==> src/rtl/pulse_train_gen.sv <==
// Pulse train generator: emits pulse_count pulses of high_cycles high / low_cycles low.
// All outputs come straight from flops, so pulse_out edges are clean and cycle-exact.
module pulse_train_gen #(
  parameter int unsigned CNT_W = 16,
  parameter int unsigned NUM_W = 8
) (
  input  logic             clk,
  input  logic             reset,
  input  logic             start,
  input  logic             abort,
  input  logic [CNT_W-1:0] high_cycles,
  input  logic [CNT_W-1:0] low_cycles,
  input  logic [NUM_W-1:0] pulse_count,
  output logic             pulse_out,
  output logic             busy,
  output logic             done
);

  typedef enum logic [1:0] {StIdle, StHigh, StLow} state_e;

  state_e           state_q;
  logic [CNT_W-1:0] high_m1_q;
  logic [CNT_W-1:0] low_m1_q;
  logic [CNT_W-1:0] phase_cnt_q;
  logic [NUM_W-1:0] pulses_left_q;
  logic             pulse_q;
  logic             busy_q;
  logic             done_q;

  // Phase counters hold "cycles remaining minus one"; a zero length collapses to one cycle.
  logic [CNT_W-1:0] high_in_m1;
  logic [CNT_W-1:0] low_in_m1;

  always_comb begin
    high_in_m1 = (high_cycles == '0) ? '0 : high_cycles - CNT_W'(1);
    low_in_m1  = (low_cycles == '0) ? '0 : low_cycles - CNT_W'(1);
  end

  always_ff @(posedge clk) begin
    if (reset) begin
      state_q       <= StIdle;
      high_m1_q     <= '0;
      low_m1_q      <= '0;
      phase_cnt_q   <= '0;
      pulses_left_q <= '0;
      pulse_q       <= 1'b0;
      busy_q        <= 1'b0;
      done_q        <= 1'b0;
    end else begin
      done_q <= 1'b0;
      unique case (state_q)
        StIdle: begin
          if (start && !abort) begin
            high_m1_q     <= high_in_m1;
            low_m1_q      <= low_in_m1;
            pulses_left_q <= pulse_count;
            if (pulse_count != '0) begin
              state_q     <= StHigh;
              phase_cnt_q <= high_in_m1;
              pulse_q     <= 1'b1;
              busy_q      <= 1'b1;
            end else begin
              done_q <= 1'b1;
            end
          end
        end
        StHigh: begin
          if (abort) begin
            state_q <= StIdle;
            pulse_q <= 1'b0;
            busy_q  <= 1'b0;
          end else if (phase_cnt_q == '0) begin
            state_q     <= StLow;
            phase_cnt_q <= low_m1_q;
            pulse_q     <= 1'b0;
          end else begin
            phase_cnt_q <= phase_cnt_q - CNT_W'(1);
          end
        end
        StLow: begin
          if (abort) begin
            state_q <= StIdle;
            pulse_q <= 1'b0;
            busy_q  <= 1'b0;
          end else if (phase_cnt_q == '0) begin
            if (pulses_left_q == NUM_W'(1)) begin
              state_q <= StIdle;
              busy_q  <= 1'b0;
              done_q  <= 1'b1;
            end else begin
              // Next pulse starts immediately, no gap cycle.
              state_q       <= StHigh;
              phase_cnt_q   <= high_m1_q;
              pulses_left_q <= pulses_left_q - NUM_W'(1);
              pulse_q       <= 1'b1;
            end
          end else begin
            phase_cnt_q <= phase_cnt_q - CNT_W'(1);
          end
        end
        default: begin
          state_q <= StIdle;
          pulse_q <= 1'b0;
          busy_q  <= 1'b0;
        end
      endcase
    end
  end

  assign pulse_out = pulse_q;
  assign busy      = busy_q;
  assign done      = done_q;

endmodule

==> config.mk <==
export PLATFORM = sky130hd
export DESIGN_NAME = pulse_train_gen
export DESIGN_NICKNAME = d
export VERILOG_FILES = /design/src/rtl/pulse_train_gen.sv
export SDC_FILE = /design/constraint.sdc
export NUM_CORES = 1
export LEC_CHECK = 0
export CAP_MARGIN = 20
export CORE_MARGIN = 5
export CORE_UTILIZATION = 45
export DETAILED_ROUTE_END_ITERATION = 7
export GPL_TIMING_DRIVEN = 0
export PLACE_DENSITY = 0.66
export SYNTH_ARGS = -nofsm -noshare
export SYNTH_HDL_FRONTEND = slang
export SYNTH_SLANG_ARGS = --single-unit
==> constraint.sdc <==
create_clock -name clk -period 3.5 [get_ports clk]
set_input_delay 0.7 -clock clk [delete_from_list [all_inputs] [get_ports clk]]
set_output_delay 0.7 -clock clk [all_outputs]
set_load 0.03 [all_outputs]
==> flow_summary.yaml <==
outcome:
  status: "finished, final reports clean"
timing:
  setup_viol: 0
  drv_slew: 0
  period_share: 0.9215
  period_minus_slack_ns: 3.225
  holdWs_ns: 0.4803
  skew_ns: 0.01029
  tightest_slew_ns: 0.6362
  rsz0062_at_grt: "no"
  finalHoldViolCount: 0
  fmax_ghz: 0.3100
  timing.final.ws_setup_ns: 0.2747
  slew-limit-headroom: 0.5758
yosys:
  ys_warn_count: 0
  synth_mux_area_frac: 0.01267
  syn-cell-area_sq_um: 4050
  synthAdderAreaFrac: 0.03398
  synth_xor_area_frac: 0.06055
  avgSynthCellArea_sq_um: 7.391
  ys_seq_area_frac: 0.3015
  syn_nets: 603
  synth-async-reset-ratio: 0
  yosys.area_share.simple: 0.2589
  synth.distinct_cells: 56
  synth_top_family_by_area: "compound AO/OA/AOI/OAI gates"
  synthFlopType: "dfxtp_1"
  synth-seq-cells: 61
  netlist_instances: 548
  synth_edf_count: 0
  synth_compound_area_frac: 0.2728
placement:
  pre_cts_ws_ns: -0.4368
  portBuffers: 46
  dpl_cell_area_sq_um: 4646
  gp_congestion: 0.9479
  dp_hpwl_um: 9751
  place_inst: 702
floorplan:
  rows: 34
  die_y_um: 104.9
  die_area_sq_um: 11000
  start_util: 0.4622
  die_w_um: 104.9
  core_sq_um: 8763
  boundaryPins: 47
cts:
  clk_path_buf_depth: 2
  insertion_delay_ns: 0.36
  htreeDepth: 3
  cts_setup_buffers: 0
  cts_tree: "yes"
  path_clk_slew_ns: 0.08
  root_buffer: "clkbuf_8"
  cts.sinks: 61
  hold_buffers: 0
  cts-buffers-inserted: 9
critical_path:
  path_cells: "clkdlybuf4s50_1 -> inv_1 -> ha_1 -> or4b_1 -> nand2b_1 -> nor3_4 -> clkbuf_1 -> nor3_1 -> nor3_1 -> nor3_1"
  required_ns: 3.73
  cp_common_cell: "nor3_1"
  rrSetupSlack_ns: 0.38
  cp-end-kind: "flip-flop"
  r2r_cells: 9
  worst_setup_path_start_kind: "input port"
  cp_slowest_cell: "or4b_1"
  r2r_end: "pulses_left_q[0]$_SDFFE_PP0P_"
  path_max_fanout: 10
  crit_family: "simple AND/OR/NAND/NOR gates"
  critPathMaxStageDelay_ns: 0.53
  worstPathArrival_ns: 3.46
  critPathKind: "input port to flip-flop"
  path_buf_inv: 3
  rr_startpoint: "phase_cnt_q[0]$_SDFFE_PP0P_"
cells_and_area:
  finalCoreUtilization: 0.5601
  mostFrequentLayoutCell: "nor2_1"
  num_antenna_cells: 0
  final_cells: 719
  drive_gt1_frac: 0.05565
  finalNetCount: 661
  stdcell_area_sq_um: 4908
  syn_to_final_growth_pct: 21.19
  final_cell_mix: "nor2_1 (77), dfxtp_1 (61), o21ai_0 (52)"
global_routing:
  grt_pass1_vias: 4088
  antenna_found_initial: 0
  grt.overflow.total: 0
  grt_first_pass_wirelength_um: 20650
  track_usage: 0.2279
  grt_start_max_net_pins: 13
worst_hold_path:
  hold_end: "low_m1_q[11]$_SDFFE_PP0P_"
  whs_path_depth: 2
  hp-class: "flip-flop to flip-flop"
  min_from: "low_m1_q[11]$_SDFFE_PP0P_"
drt:
  ant_nets: 0
  drc: 0
  wl_per_cell_um: 17.55
  num_vias: 4314
  via_per_inst: 6.000
  routed_wirelength_um: 12620
  drt_pass1_iterations: 5
  drt_iter0_markers: 276
power:
  p_sw_frac: 0.4150
  intPower_w: 0.001774
  leakage_nw: 1.758
  irDropWorstVdd_mv: 0.2598
  pwr-share-seq: 0.299
  p_switching_w: 0.001258
  powerDensity_nw_per_um2: 617.8
  power_frac_comb: 0.440
  power.clock.fraction: 0.261
flow_run:
  maxCapViolCount: 0
==> layout make-up <==
| cell class | count | area, sq um |
|---|---|---|
| buffer | 35 | 162.7 |
| clock buffer | 9 | 123.9 |
| clock inverter | 7 | 122.6 |
| fill | 863 | 3855 |
| inverter | 21 | 78.83 |
| multi-input combinational | 431 | 2599 |
| sequential | 61 | 1221 |
| tap | 108 | 135.1 |
| timing repair buffer | 47 | 465.4 |
==> state kept, by name, indices dropped and copies added, names as in the netlist <==
| signal | count |
|---|---|
| high_m1_q | 16 |
| done | 1 |
| low_m1_q | 16 |
| pulse_out | 1 |
| phase_cnt_q | 16 |
| busy | 1 |
| pulses_left_q | 8 |
| state_q | 2 |
==> worst max path at each step <==
stage                                      from                       endpoint  slack, ns  cells after the start
CTS                              high_cycles[0]    phase_cnt_q[8]$_SDFFE_PP0P_       0.23                     10
finish                           high_cycles[0]    phase_cnt_q[8]$_SDFFE_PP0P_       0.27                     10
detailed placement               high_cycles[0]    phase_cnt_q[8]$_SDFFE_PP0P_      -0.44                     10
global route        phase_cnt_q[0]$_SDFFE_PP0P_  pulses_left_q[0]$_SDFFE_PP0P_       0.04                      9
global placement                 high_cycles[0]    phase_cnt_q[8]$_SDFFE_PP0P_      -0.36                     10
floorplan                        high_cycles[0]    phase_cnt_q[8]$_SDFFE_PP0P_       0.71                      9
==> through the flow <==
stage | setup TNS (ns) | power [W]
after floorplan | 0 | 0.001818
after global placement | -3.232 | 0.002196
after detailed placement | -5.192 | 0.002204
after CTS | 0 | 0.002995
after global routing | 0 | 0.003207
final | 0 | 0.003033
==> power by group through the flow <==
| stage | sequential [W] | clock [W] | combinational (W) |
|---|---|---|---|
| floorplan | 0.000898 | 0 | 0.000920 |
| global placement | 0.000914 | 0 | 0.00128 |
| detailed placement | 0.000917 | 0 | 0.00129 |
| CTS | 0.000902 | 0.000795 | 0.00130 |
| global route | 0.000922 | 0.000824 | 0.00146 |
| finish | 0.000905 | 0.000792 | 0.00133 |
==> synth_stat cells (3+ instances only) <==
library cell   n  share of area
o211ai_1       4         0.0074
ha_1          11          0.034
nand3b_1       3         0.0056
nand3_1        8         0.0099
or4_1          8          0.015
a21oi_1       36          0.044
nand2_1       35          0.032
nand2b_1       5         0.0077
clkbuf_1      28          0.026
a2bb2oi_1      3         0.0065
nor2_1        77          0.071
nor4_1        13          0.020
a31oi_1        5         0.0077
a22oi_1       20          0.037
xnor2_1       11          0.024
o21ai_0       52          0.064
a211oi_1      19          0.035
a21o_1         4         0.0074
buf_2          3         0.0037
or3_1          5         0.0077
o31ai_1        4         0.0074
a221oi_1       8          0.017
mux2i_1        4         0.0099
inv_1         21          0.019
nor3_1        42          0.052
dfxtp_1       61           0.30
xor2_1        17          0.037
==> layer usage <==
metal,track usage,share of wire
met5,0,0
met4,0.08128,0.027
met3,0.03083,0.071
met2,0.3512,0.45
met1,0.3252,0.45
==> worst register-to-register path: stages (launching register included) <==
cell and delay, ns:
dfxtp_1 0.36, inv_1 0.12, ha_1 0.22, or4b_1 0.44
buf_2 0.19, nor4_1 0.50, nand2_1 0.14, a21oi_1 0.55
o21ai_0 0.19, a221oi_1 0.32
==> logic make-up (layout without fill, tap and decap cells) <==
logic type / count (synthesis) / after routing
AO/OA/AOI/OAI: 171 / 171
XOR/XNOR: 28 / 28
adder cells (fa/ha/maj): 11 / 11
buffers and inverters: 56 / 119
flip-flops: 61 / 61
multiplexers: 5 / 5
AND/OR/NAND/NOR: 216 / 216
==> what timing repair did <==
action,in CTS,in global routing
endpoints found under the setup margin,1,1
gates cloned,0,0
resized for setup,1,1
(Power assumes the default switching activity.)
